### src/rtl/menu_scroller_if.sv
// menu_scroller_if: bundles the game-state input and the scroller outputs.
// The master side (game controller) drives presente; the slave side
// (menu_scroller) returns the four-digit segment word and the wrap pulse.

interface menu_scroller_if;
   logic [2:0]  presente;
   logic [27:0] display_menu;
   logic        scroll_wrap;

   modport master (
      output presente,
      input  display_menu,
      input  scroll_wrap
   );

   modport slave (
      input  presente,
      output display_menu,
      output scroll_wrap
   );
endinterface

### src/rtl/menu_scroller.sv
// menu_scroller: scrolls a short message right-to-left across four
// active-high 7-segment digits while the game sits in its welcome (WLCM)
// or character-select (CH) screen.  The stream is four blanks followed by
// the five message characters; the window start advances once every
// STEP_DIV clocks.
//
// Build option MENU_LOOP_EN: when defined the window wraps from the last
// stream position back to the all-blank start and scroll_wrap pulses on
// every wrap.  When undefined a single pass is made; the window stops on
// the last four message characters, scroll_wrap pulses once and the step
// counter parks at zero until presente changes or reset.

module menu_scroller #(
   parameter int unsigned STEP_DIV = 6750000
) (
   input  logic           clk,
   input  logic           rst,
   menu_scroller_if.slave bus
);

   localparam logic [2:0]  PRES_WLCM = 3'd1;
   localparam logic [2:0]  PRES_CH   = 3'd2;
   localparam logic [26:0] CNT_LAST  = 27'(STEP_DIV - 1);

`ifdef MENU_LOOP_EN
   localparam logic [3:0]  LAST_POS  = 4'd8;
`else
   localparam logic [3:0]  MSG_LEN   = 4'd5;
`endif

   localparam logic [6:0]  SEG_BLANK = 7'h00;
   localparam logic [6:0]  SEG_H     = 7'h76;
   localparam logic [6:0]  SEG_E     = 7'h79;
   localparam logic [6:0]  SEG_R     = 7'h50;
   localparam logic [6:0]  SEG_O     = 7'h3F;
   localparam logic [6:0]  SEG_L     = 7'h38;
   localparam logic [6:0]  SEG_I     = 7'h06;
   localparam logic [6:0]  SEG_J     = 7'h1E;
   localparam logic [6:0]  SEG_A     = 7'h77;

   logic [26:0] cnt_q;
   logic [26:0] cnt_d;
   logic [3:0]  pos_q;
   logic [3:0]  pos_d;
   logic [2:0]  pres_q;
   logic [27:0] disp_q;
   logic [27:0] disp_d;

   logic        in_menu;
   logic        pres_changed;
   logic        cnt_end;
   logic        pass_done;
   logic        final_step;
   logic        step;

   // Segment code of stream position idx: positions 0..3 are the leading
   // blanks, 4..8 are the message characters of the selected screen.
   function automatic logic [6:0] stream_char(input logic is_ch, input logic [3:0] idx);
      logic [6:0] seg;
      seg = SEG_BLANK;
      if (is_ch) begin
         case (idx)
            4'd4:    seg = SEG_E;
            4'd5:    seg = SEG_L;
            4'd6:    seg = SEG_I;
            4'd7:    seg = SEG_J;
            4'd8:    seg = SEG_A;
            default: seg = SEG_BLANK;
         endcase
      end else begin
         case (idx)
            4'd4:    seg = SEG_H;
            4'd5:    seg = SEG_E;
            4'd6:    seg = SEG_R;
            4'd7:    seg = SEG_O;
            4'd8:    seg = SEG_E;
            default: seg = SEG_BLANK;
         endcase
      end
      return seg;
   endfunction

   // Stream index shown on digit k for window start pos, modulo the
   // nine-entry stream length (pos + k never exceeds 11).
   function automatic logic [3:0] window_idx(input logic [3:0] pos, input logic [1:0] k);
      logic [4:0] sum;
      sum = {1'b0, pos} + {3'b000, k};
      if (sum > 5'd8) begin
         sum = sum - 5'd9;
      end
      return sum[3:0];
   endfunction

   // Decode the screen, spot a presente change and decide whether this
   // cycle is a scroll step and whether that step ends a pass.
   always_comb begin
      in_menu      = (bus.presente == PRES_WLCM) || (bus.presente == PRES_CH);
      pres_changed = (bus.presente != pres_q);
      cnt_end      = (cnt_q == CNT_LAST);
`ifdef MENU_LOOP_EN
      pass_done    = 1'b0;
      final_step   = (pos_q == LAST_POS);
`else
      pass_done    = (pos_q == MSG_LEN);
      final_step   = (pos_q == MSG_LEN - 4'd1);
`endif
      step         = in_menu && !pres_changed && !pass_done && cnt_end;
   end

   // Next step counter and window position: everything restarts on a
   // screen change or outside the menu screens, and a step that lands on
   // a change is dropped because the clear takes priority.
   always_comb begin
      cnt_d = cnt_q + 27'd1;
      pos_d = pos_q;
      if (!in_menu || pres_changed) begin
         cnt_d = '0;
         pos_d = '0;
      end else if (pass_done || cnt_end) begin
         cnt_d = '0;
         if (step) begin
`ifdef MENU_LOOP_EN
            pos_d = final_step ? 4'd0 : pos_q + 4'd1;
`else
            pos_d = pos_q + 4'd1;
`endif
         end
      end
   end

   // Build the four-digit window from the current position, leftmost
   // digit first; outside the menu screens every segment is dark.
   always_comb begin
      disp_d = '0;
      if (in_menu) begin
         for (int k = 0; k < 4; k++) begin
            disp_d = {disp_d[20:0],
                      stream_char(bus.presente == PRES_CH, window_idx(pos_q, 2'(k)))};
         end
      end
   end

   // State and output registers; reset clears everything at once so the
   // display blanks immediately and any pass in flight is abandoned.
   always_ff @(posedge clk or posedge rst) begin
      if (rst) begin
         cnt_q  <= '0;
         pos_q  <= '0;
         pres_q <= '0;
         disp_q <= '0;
      end else begin
         cnt_q  <= cnt_d;
         pos_q  <= pos_d;
         pres_q <= bus.presente;
         disp_q <= disp_d;
      end
   end

   assign bus.display_menu = disp_q;
   assign bus.scroll_wrap  = step && final_step;

endmodule

### src/flat_wrapper.sv
// flat-port wrapper written by rule: the top's interface ports become plain ports
module menu_scroller_flat 
#(
   parameter int unsigned STEP_DIV = 6750000
)
  (clk, rst, bus_presente, bus_display_menu, bus_scroll_wrap);
  menu_scroller_if bus_i ();
  input  logic clk;
  input  logic rst;
  input wire logic [$bits(bus_i.presente)-1:0] bus_presente;
  output wire logic [$bits(bus_i.display_menu)-1:0] bus_display_menu;
  output wire logic [$bits(bus_i.scroll_wrap)-1:0] bus_scroll_wrap;
  assign bus_i.presente = bus_presente;
  assign bus_display_menu = bus_i.display_menu;
  assign bus_scroll_wrap = bus_i.scroll_wrap;
  menu_scroller #(.STEP_DIV(STEP_DIV)) u_core (.clk(clk), .rst(rst), .bus(bus_i));
endmodule
### config.mk
export PLATFORM = sky130hd
export DESIGN_NAME = menu_scroller_flat
export DESIGN_NICKNAME = d
export VERILOG_FILES = /design/src/rtl/menu_scroller_if.sv /design/src/rtl/menu_scroller.sv /design/src/flat_wrapper.sv
export SDC_FILE = /design/constraint.sdc
export NUM_CORES = 1
export LEC_CHECK = 0
export BUFFER_PORTS_ARGS = -buffer_cell sky130_fd_sc_hd__buf_2
export CORE_ASPECT_RATIO = 1.5
export CORE_UTILIZATION = 30
export CTS_CLUSTER_SIZE = 40
export DETAILED_ROUTE_END_ITERATION = 6
export GPL_TIMING_DRIVEN = 0
export SETUP_SLACK_MARGIN = 0.2
export SLEW_MARGIN = 20
export SYNTH_ARGS = -nofsm -noshare
export SYNTH_HDL_FRONTEND = slang
export SYNTH_SLANG_ARGS = --single-unit
### constraint.sdc
create_clock -name clk -period 4.6 [get_ports clk]
set_input_delay 0.69 -clock clk [delete_from_list [all_inputs] [get_ports clk]]
set_output_delay 0.69 -clock clk [all_outputs]
set_load 0.05 [all_outputs]
==> results of run 1 <==
-- where the power goes --
group	leakage (uW)	switching, uW	total, uW	internal, uW
combinational	0.00101	24.1	31.8	7.74
sequential	0.000803	0.812	513	513
clock	0.000167	237	782	545
-- layer usage --
metal | vias up | part of all wire (%) | track usage (%)
li1 | 1755 | - | -
met1 | 1770 | 43 | 17.80
met2 | 105 | 51 | 27.13
met3 | 18 | 3.6 | 2.498
met4 | 0 | 2.3 | 6.756
met5 | - | 0 | 0
-- area by class of cell --
type | count | area share (%)
repair buffers | 33 | 3.449
inverters | 10 | 0.8362
flip-flops and latches | 58 | 30.31
well taps | 159 | 4.155
clock inverters | 4 | 2.064
clock buffers | 12 | 5.148
multi-input cells | 369 | 49.62
plain buffers | 31 | 4.416
-- worst max-delay path, cell delays in order, from the launching register on --
cell       delay (ps)
dfrtp_1           460
buf_6             180
buf_4             170
inv_1             140
buf_2             330
ha_1              330
buf_2             220
xnor2_1           190
a21oi_1            80
o22ai_1           540
a211oi_1           90
a31oi_1           220
o21ai_1            80
o2bb2ai_1         150
-- worst max-delay path by stage --
stage / startpoint / end / depth (start not counted)
after floorplan: u_core.cnt_q[7]$_DFF_PP0_ / bus_scroll_wrap / 5
after global placement: u_core.pos_q[0]$_DFFE_PP0P_ / u_core.bus.display_menu[16]$_DFF_PP0_ / 13
after detailed placement: u_core.pos_q[0]$_DFFE_PP0P_ / u_core.bus.display_menu[16]$_DFF_PP0_ / 13
after CTS: u_core.pos_q[0]$_DFFE_PP0P_ / u_core.bus.display_menu[16]$_DFF_PP0_ / 13
after global routing: u_core.pos_q[0]$_DFFE_PP0P_ / u_core.bus.display_menu[16]$_DFF_PP0_ / 13
final: u_core.pos_q[0]$_DFFE_PP0P_ / u_core.bus.display_menu[16]$_DFF_PP0_ / 13
-- layout by cell type (no fill, tap or decap), types with 8 or more instances in the layout --
master,netlist,routed
xor2_1,19,19
o21ai_0,24,24
nor2b_1,12,12
a21oi_1,29,29
nor2_1,60,60
ha_1,14,14
nand2b_1,10,10
buf_2,11,44
nand3_1,25,25
xnor2_1,16,16
clkbuf_16,0,9
o21ai_1,8,8
nand2_1,37,37
dfrtp_1,58,58
-- cells by family (layout without fill, tap and decap cells) --
group / Yosys count / count (layout)
buffers and inverters: 41 / 90
flip-flops: 58 / 58
AND/OR/NAND/NOR: 196 / 196
AO/OA/AOI/OAI: 120 / 120
multiplexers: 3 / 3
adder cells (fa/ha/maj): 15 / 15
XOR/XNOR: 35 / 35
-- sequential cells by signal (all words and copies together), names as in the netlist --
register	count
u_core.pres_q	3
u_core.bus.display_menu	24
u_core.cnt_q	27
u_core.pos_q	4
-- stage by stage --
step           utilization (%)  total power, uW
2_1_floorplan                -            543.5
3_3_place_gp             33.78            553.2
3_5_place_dp             33.80            555.0
4_1_cts                  36.43             1342
5_1_grt                  36.43             1368
6_report                 36.43             1327
==> metrics.txt, run 1 <==
CTS H-tree depth 3; Worst Setup End Kind flop; Slew @ Worst Pin 709.1 ps; Reg-to-Reg Start u_core.pos_q[0]$_DFFE_PP0P_; Max Clk Rate 0.3003 GHz; main combinational cell family by area after synthesis simple AND/OR/NAND/NOR gates; Post-synth EDFFs 0; crit path time final 3331 ps; port bufs 33; XOR/XNOR Fraction of Synth Area 7.520%; Horiz. Die Dim 97.18 um; flop-to-flop setup slack 1270 ps; Syn Area/Cell 8.710 um2; post-route insts no fill 676; leakage 0.001983 uW; CTS tree done; final worst path period share 72.40%; Pins Over Slew Limit 0; vias post-DR 3648; sequential cell area 0.001451 mm2; first-pass GRT wire length 17240 um; Initial Utilization 31.01%; CTS root buf clkbuf_16; Detailed Route WL 10400 um; synth unique cells 71; ys async rst share 100.0%; largest net degree at the start of global routing 59; antenna-violating nets left 0; Synth Area in Adders 4.543%; # rows 51; maximum fanout along the worst path 13; core area 0.01315 mm2; Max Buffers Root-to-Sink 2; Setup CP Type flop to flop; Die Area 0.01407 mm2; complex-gate fraction of the synthesized area 20.93%; vias in the first global route 3536; routed len/inst 15.38 um; RSZ-0062 raised after global routing false; Synth Instances 468; Slew headroom 52.73%; Final Worst Setup Slack 1269 ps; share of the yosys chip area belonging to registers 35.60%; capture point of the worst reg-to-reg path u_core.bus.display_menu[16]$_DFF_PP0_; total grt overflow 0; Num Clock Sinks 58; DR pass1 iterations 5; Post-CTS Setup Bufs 0; Register-to-Register Path Depth 13; hold slack final 462.0 ps; post-synthesis mux area share 0.7673%; final setup TNS 0 ps; Final Setup Violations 0; area delta synth->final 17.46%; # nets final 531; post-detail-place hpwl 7629 um; top_reg_cell synth dfrtp_1; Skew-Pair Late Insertion Delay 330 ps; Synth Area in Simple Gates 24.52%; placed insts 660; Yosys reg bits 58; Hold Crit Depth 1; Iter 0 DRT Violations 171; clock-pin slew on the worst setup and hold paths 50 ps; Area contributors post-synth dfrtp_1 36%, nor2_1 5.5%, ha_1 4.3%; initial antenna violation count 0; RePlAce Congestion 0.8945; TritonCTS Buffers 9; synthesized area 0.004076 mm2; fill count 1331; Worst Setup Slack post-DPL 1357 ps; n_diodes 0; Die Height 144.8 um; Hold Buf Count CTS 0; Mapped Nets 487; min-delay src u_core.cnt_q[0]$_DFF_PP0_; placed cell area 0.004443 mm2; io pins 34; multi-input logic area 0.002376 mm2; CP startpoint kind flop; Max Cap Violations 0; vias per cell 5.396; GRT Util Overall 15.15%; Req. time, crit path 4790 ps; PwrDens 277.1 mW/mm2; Arr. time, crit path 3520 ps; leading cell type by number of instances after synthesis nor2_1; Hold WC Path Type flop to flop; layout cells sized above 1 17.79%; DRC viols 0; status complete, no violations; Setup Skew 5.946 ps; post-route design area 0.004788 mm2; post-synth top area share 35.60%; Synth top cells by count 60 x nor2_1, 58 x dfrtp_1, 37 x nand2_1; Yosys warning count 0; Hold EP u_core.cnt_q[0]$_DFF_PP0_; Final Hold Violating Endpoints 0; Post-CTS Resized 0; Yosys top cell by area dfrtp_1; VDD IR max 135.4 uV
Power figures use the tool's default switching activity.
==> run 2, diff against run 1 <==
Clock period 4.6 ns to 2.9 ns, I/O delays scaled along.
==> metrics.txt, run 2 (synthesized netlist as in run 1, its figures left out) <==
most common cell after layout, fill and taps aside nor2_1; Pins Over Slew Limit 0 (unchanged); Reg-to-Reg Start u_core.pos_q[0]$_DFFE_PP0P_; vias in the first global route 3688 (+4.3%); largest net degree at the start of global routing 59 (unchanged); GRT Util Overall 15.87% (+0.71 points); RSZ-0062 raised after global routing false; DRC viols 0 (unchanged); Worst Setup Slack post-DPL -290.9 ps (-1647 ps); Detailed Route WL 11260 um (+8.3%); maximum fanout along the worst path 10 (-3); Worst Setup End Kind flop; initial antenna violation count 0 (unchanged); n_diodes 0 (unchanged); highest metal used met4; largest register by flop count u_core.cnt_q; met3 WL 529 um (+43%); Iter 0 DRT Violations 222 (+30%); Setup Skew 9.582 ps (+3.636 ps); Die Height 144.8 um (unchanged); M1 wire length 4453 um (+0.34%); Final Setup Violations 0 (unchanged); placed cell area 0.004448 mm2 (+0.11%); # rows 51 (unchanged); Max Cap Violations 0 (unchanged); vias post-DR 3826 (+4.9%); TritonCTS Buffers 9 (unchanged); post-route insts no fill 699 (+3.4%); Setup CP Type flop to flop; antenna-violating nets left 0 (unchanged); Register-to-Register Path Depth 12 (-1); io pins 34 (unchanged); DR pass1 iterations 5 (unchanged); port bufs 33 (unchanged); Slew @ Worst Pin 725.6 ps (+16.53 ps); # nets final 554 (+4.3%); RePlAce Congestion 0.8690 (-2.9%); vias per cell 5.474 (+1.4%); Slew headroom 51.62% (-1.1 points); Final Worst Setup Slack 332.8 ps (-936.7 ps); Horiz. Die Dim 97.18 um (unchanged); WL met2 5909 um (+10%); fill count 1273 (-4.4%); first-pass GRT wire length 17710 um (+2.8%); Die Area 0.01407 mm2 (unchanged); core area 0.01315 mm2 (unchanged); capture point of the worst reg-to-reg path u_core.bus.display_menu[13]$_DFF_PP0_; clock-pin slew on the worst setup and hold paths 60 ps (about the same); post-route design area 0.005112 mm2 (+6.8%); final worst path period share 88.53% (+16 points); flop-to-flop setup slack 330 ps (-940 ps); crit path time final 2567 ps (-763.3 ps); leakage 0.002126 uW (+7.2%); area delta synth->final 25.41%; Max Buffers Root-to-Sink 2 (unchanged); Req. time, crit path 3140 ps (-1650 ps); layout cells sized above 1 26.11% (+8.3 points); Largest register FFs 27 (unchanged); fin util 38.89% (+2.5 points); CTS root buf clkbuf_16; total grt overflow 0 (unchanged); placed insts 660 (unchanged); CP startpoint kind flop; CTS H-tree depth 3 (unchanged); Skew-Pair Late Insertion Delay 340 ps (about the same); Hold WC Path Type input port to asynchronous set/reset pin; Max Clk Rate 0.3895 GHz (+30%); status complete, no violations; Final Hold Violating Endpoints 0 (unchanged); Initial Utilization 31.01% (unchanged); CTS tree done; VDD IR max 214.5 uV (+58%); most frequent cells in the layout 60 x nor2_1, 56 x dfrtp_1, 39 x buf_2, 35 x nand2_1, 29 x a21oi_1; Arr. time, crit path 2800 ps (-720 ps); post-detail-place hpwl 7745 um (+1.5%); PwrDens 398.8 mW/mm2 (+44%); final setup TNS 0 ps (unchanged); Num Clock Sinks 58 (unchanged); routed len/inst 16.11 um (+4.7%)
-- run 2: timing repair --
item	in CTS	in global routing
pin swaps	3	5
resized for setup	17	30
setup endpoints to repair	25	24
hold buffers	0	0
setup buffers	7	15
gates cloned	0	1
-- run 2: through the flow --
stage	power, uW	hold slack (ps)
floorplan	862.2	432.9
global placement	877.9	485.2
detailed placement	880.5	486.0
CTS	2067	250.7
global route	2102	261.1
finish	2039	221.8
-- run 2: routing by layer --
metal	GRT usage, %	vias to the layer above
li1	-	1807
met1	17.38	1856
met2	27.95	138
met3	3.410	25
met4	10.05	0
met5	0	-
-- run 2: worst max-delay path by stage --
stage	startpoint	endpoint	slack, ps
2_1_floorplan	u_core.pos_q[0]$_DFFE_PP0P_	u_core.bus.display_menu[16]$_DFF_PP0_	210
3_3_place_gp	u_core.pos_q[0]$_DFFE_PP0P_	u_core.bus.display_menu[16]$_DFF_PP0_	-310
3_5_place_dp	u_core.pos_q[0]$_DFFE_PP0P_	u_core.bus.display_menu[16]$_DFF_PP0_	-290
4_1_cts	u_core.pos_q[1]$_DFFE_PP0P_	u_core.bus.display_menu[2]$_DFF_PP0_	170
5_1_grt	u_core.pos_q[0]$_DFFE_PP0P_	u_core.bus.display_menu[7]$_DFF_PP0_	180
6_report	u_core.pos_q[0]$_DFFE_PP0P_	u_core.bus.display_menu[13]$_DFF_PP0_	330
-- run 2: cell type report --
cell class | count | area, um2 | area share [%]
clock inverter | 6 | 90.09 | 1.762
clock buffer | 10 | 239.0 | 4.674
buffer | 31 | 247.7 | 4.846
sequential | 58 | 1454 | 28.44
multi-input combinational | 369 | 2486 | 48.63
inverter | 10 | 48.80 | 0.9545
timing repair buffer | 55 | 340.3 | 6.657
tap | 159 | 198.9 | 3.891
timing repair inverter | 1 | 7.507 | 0.1468
-- run 2: worst max-delay path: stages, from the launching register on --
cell	delay, ps
dfrtp_2	370
buf_6	150
buf_8	150
inv_4	60
buf_12	130
ha_2	190
nor2b_4	150
or3_1	340
a32o_2	310
a31oi_4	170
nand2b_1	170
o21ai_1	90
o31ai_2	190
-- run 2: power breakdown --
group          switching [uW]  total, uW  internal, uW
Clock                     398       1170           776
Sequential               1.30        814           813
Combinational            38.5       50.8          12.3
Total                     438       2040          1600
==> run 3, diff against run 2 <==
Settings changed: BUFFER_PORTS_ARGS -buffer_cell sky130_fd_sc_hd__buf_2 to default, DONT_BUFFER_PORTS from default to 1.
==> metrics.txt, run 3 (synthesized netlist as in run 1, its figures left out) <==
initial antenna violation count 0 (unchanged); status complete, no violations; DRC viols 0 (unchanged); Horiz. Die Dim 97.18 um (unchanged); Skew-Pair Late Insertion Delay 330 ps (about the same); Register-to-Register Path Depth 12 (unchanged); Max Cap Violations 0 (unchanged); GRT Util Overall 15.74% (-0.13 points); core area 0.01315 mm2 (unchanged); largest register by flop count u_core.cnt_q; CTS H-tree depth 3 (unchanged); vias post-DR 3607 (-5.7%); clock-pin slew on the worst setup and hold paths 60 ps (about the same); maximum fanout along the worst path 5 (-5); CP startpoint kind flop; Final Hold Violating Endpoints 0 (unchanged); # nets final 520 (-6.1%); Num Clock Sinks 58 (unchanged); Iter 0 DRT Violations 133 (-40%); crit path time final 2605 ps (+38.17 ps); Req. time, crit path 2470 ps (-670 ps); vias per cell 5.424 (-0.90%); Die Area 0.01407 mm2 (unchanged); RePlAce Congestion 0.8968 (+3.2%); final worst path period share 89.84% (+1.3 points); fin util 37.41% (-1.5 points); post-detail-place hpwl 7826 um (+1.1%); Setup CP Type flop to primary output; multi-input logic area 0.002495 mm2 (+0.35%); Initial Utilization 31.01% (unchanged); antenna-violating nets left 0 (unchanged); WL met2 5992 um (+1.4%); most frequent cells in the layout 60 x nor2_1, 56 x dfrtp_1, 37 x nand2_1, 28 x a21oi_1, 26 x buf_4; Pins Over Slew Limit 0 (unchanged); Slew @ Worst Pin 840.4 ps (+114.7 ps); Final Setup Violations 0 (unchanged); met3 WL 358 um (-32%); leakage 0.001953 uW (-8.1%); Final Total Pwr 1940 uW (-4.9%); sequential cell area 0.001454 mm2 (unchanged); CTS root buf clkbuf_16; fill count 1316 (+3.4%); VDD IR max 275.1 uV (+28%); largest net degree at the start of global routing 59 (unchanged); # rows 51 (unchanged); Arr. time, crit path 2170 ps (-630 ps); hold slack final 82.66 ps (-139.1 ps); M1 wire length 4453 um (unchanged); io pins 34 (unchanged); Max Buffers Root-to-Sink 2 (unchanged); CTS tree done; DR pass1 iterations 4 (-1); Slew headroom 43.86% (-7.8 points); Worst Setup End Kind primary output; routed len/inst 16.70 um (+3.7%); n_diodes 0 (unchanged); first-pass GRT wire length 17530 um (-1.1%); Largest register FFs 27 (unchanged); Setup Skew 7.511 ps (-2.070 ps); total grt overflow 0 (unchanged); Max Clk Rate 0.3838 GHz (-1.5%); Hold WC Path Type input port to asynchronous set/reset pin; layout cells sized above 1 21.15% (-5.0 points); port bufs 0 (-100%); highest metal used met4; PwrDens 394.5 mW/mm2 (-1.1%); Die Height 144.8 um (unchanged); area delta synth->final 20.63%; final setup TNS 0 ps (unchanged); Detailed Route WL 11110 um (-1.4%); vias in the first global route 3534 (-4.2%); TritonCTS Buffers 9 (unchanged); most common cell after layout, fill and taps aside nor2_1; RSZ-0062 raised after global routing false
## run 3: cell types whose count changed in the layout (fill, tap and decap cells not counted), moves of 2 or more
| cell | delta |
|---|---|
| ha_1 | +2 |
| nand2_1 | +2 |
| nand2_2 | -2 |
| ha_2 | -2 |
| buf_2 | -32 |
| buf_6 | -2 |
## run 3: where the power goes
part | switching [uW] | internal, uW | total [uW]
Clock | 411 | 670 | 1080
Sequential | 2.98 | 813 | 816
Combinational | 33.5 | 10.5 | 44.0
## run 3: layer usage
metal	track usage (%)	vias to the layer above
li1	-	1743
met1	16.77	1766
met2	29.73	75
met3	2.834	23
met4	7.855	0
met5	0	-
## run 3: critical path, stage by stage (launching register included)
cell	delay [ps]
dfrtp_1	430
nor4b_2	340
nand4_1	110
or2_2	280
clkbuf_2	160
nor3_4	520
## run 3: path summary, 6_finish.rpt
kind | start | to | slack [ps]
worst max register to register | u_core.pos_q[0]$_DFFE_PP0P_ | u_core.bus.display_menu[13]$_DFF_PP0_ | 330
worst min-delay path | rst | u_core.bus.display_menu[19]$_DFF_PP0_ | 80
min in group clk | bus_presente[2] | u_core.pres_q[2]$_DFF_PP0_ | 130
max in group asynchronous | rst | u_core.pos_q[0]$_DFFE_PP0P_ | 2290
worst min register to register | u_core.cnt_q[26]$_DFF_PP0_ | u_core.cnt_q[26]$_DFF_PP0_ | 550
worst max-delay path | u_core.cnt_q[7]$_DFF_PP0_ | bus_scroll_wrap | 290
## run 3: final cells by class
class / instances / share of cell area [%]
clock inverters: 7 / 1.578
multi-input cells: 369 / 50.74
well taps: 159 / 4.046
inverters: 10 / 0.9415
flip-flops and latches: 58 / 29.57
plain buffers: 31 / 5.114
clock buffers: 9 / 4.580
repair buffers: 22 / 3.435
## run 3: repair_timing
| action | in CTS | in global routing |
|---|---|---|
| pin swaps | 3 | 7 |
| buffers inserted | 11 | 11 |
| resized for setup | 21 | 23 |
| hold buffers | 0 | 0 |
| cloned | 0 | 0 |
| hold endpoints to repair | 0 | 0 |
| endpoints found under the setup margin | 25 | 21 |
## run 3: per-stage QoR
| step | instances | setup WS, ps | area [um2] |
|---|---|---|---|
| floorplan | 468 | 213.9 | 4081 |
| global placement | 627 | -329.0 | 4280 |
| detailed placement | 627 | -384.5 | 4283 |
| CTS | 654 | 201.3 | 4735 |
| global route | 665 | 192.1 | 4917 |
| finish | 665 | 294.6 | 4917 |
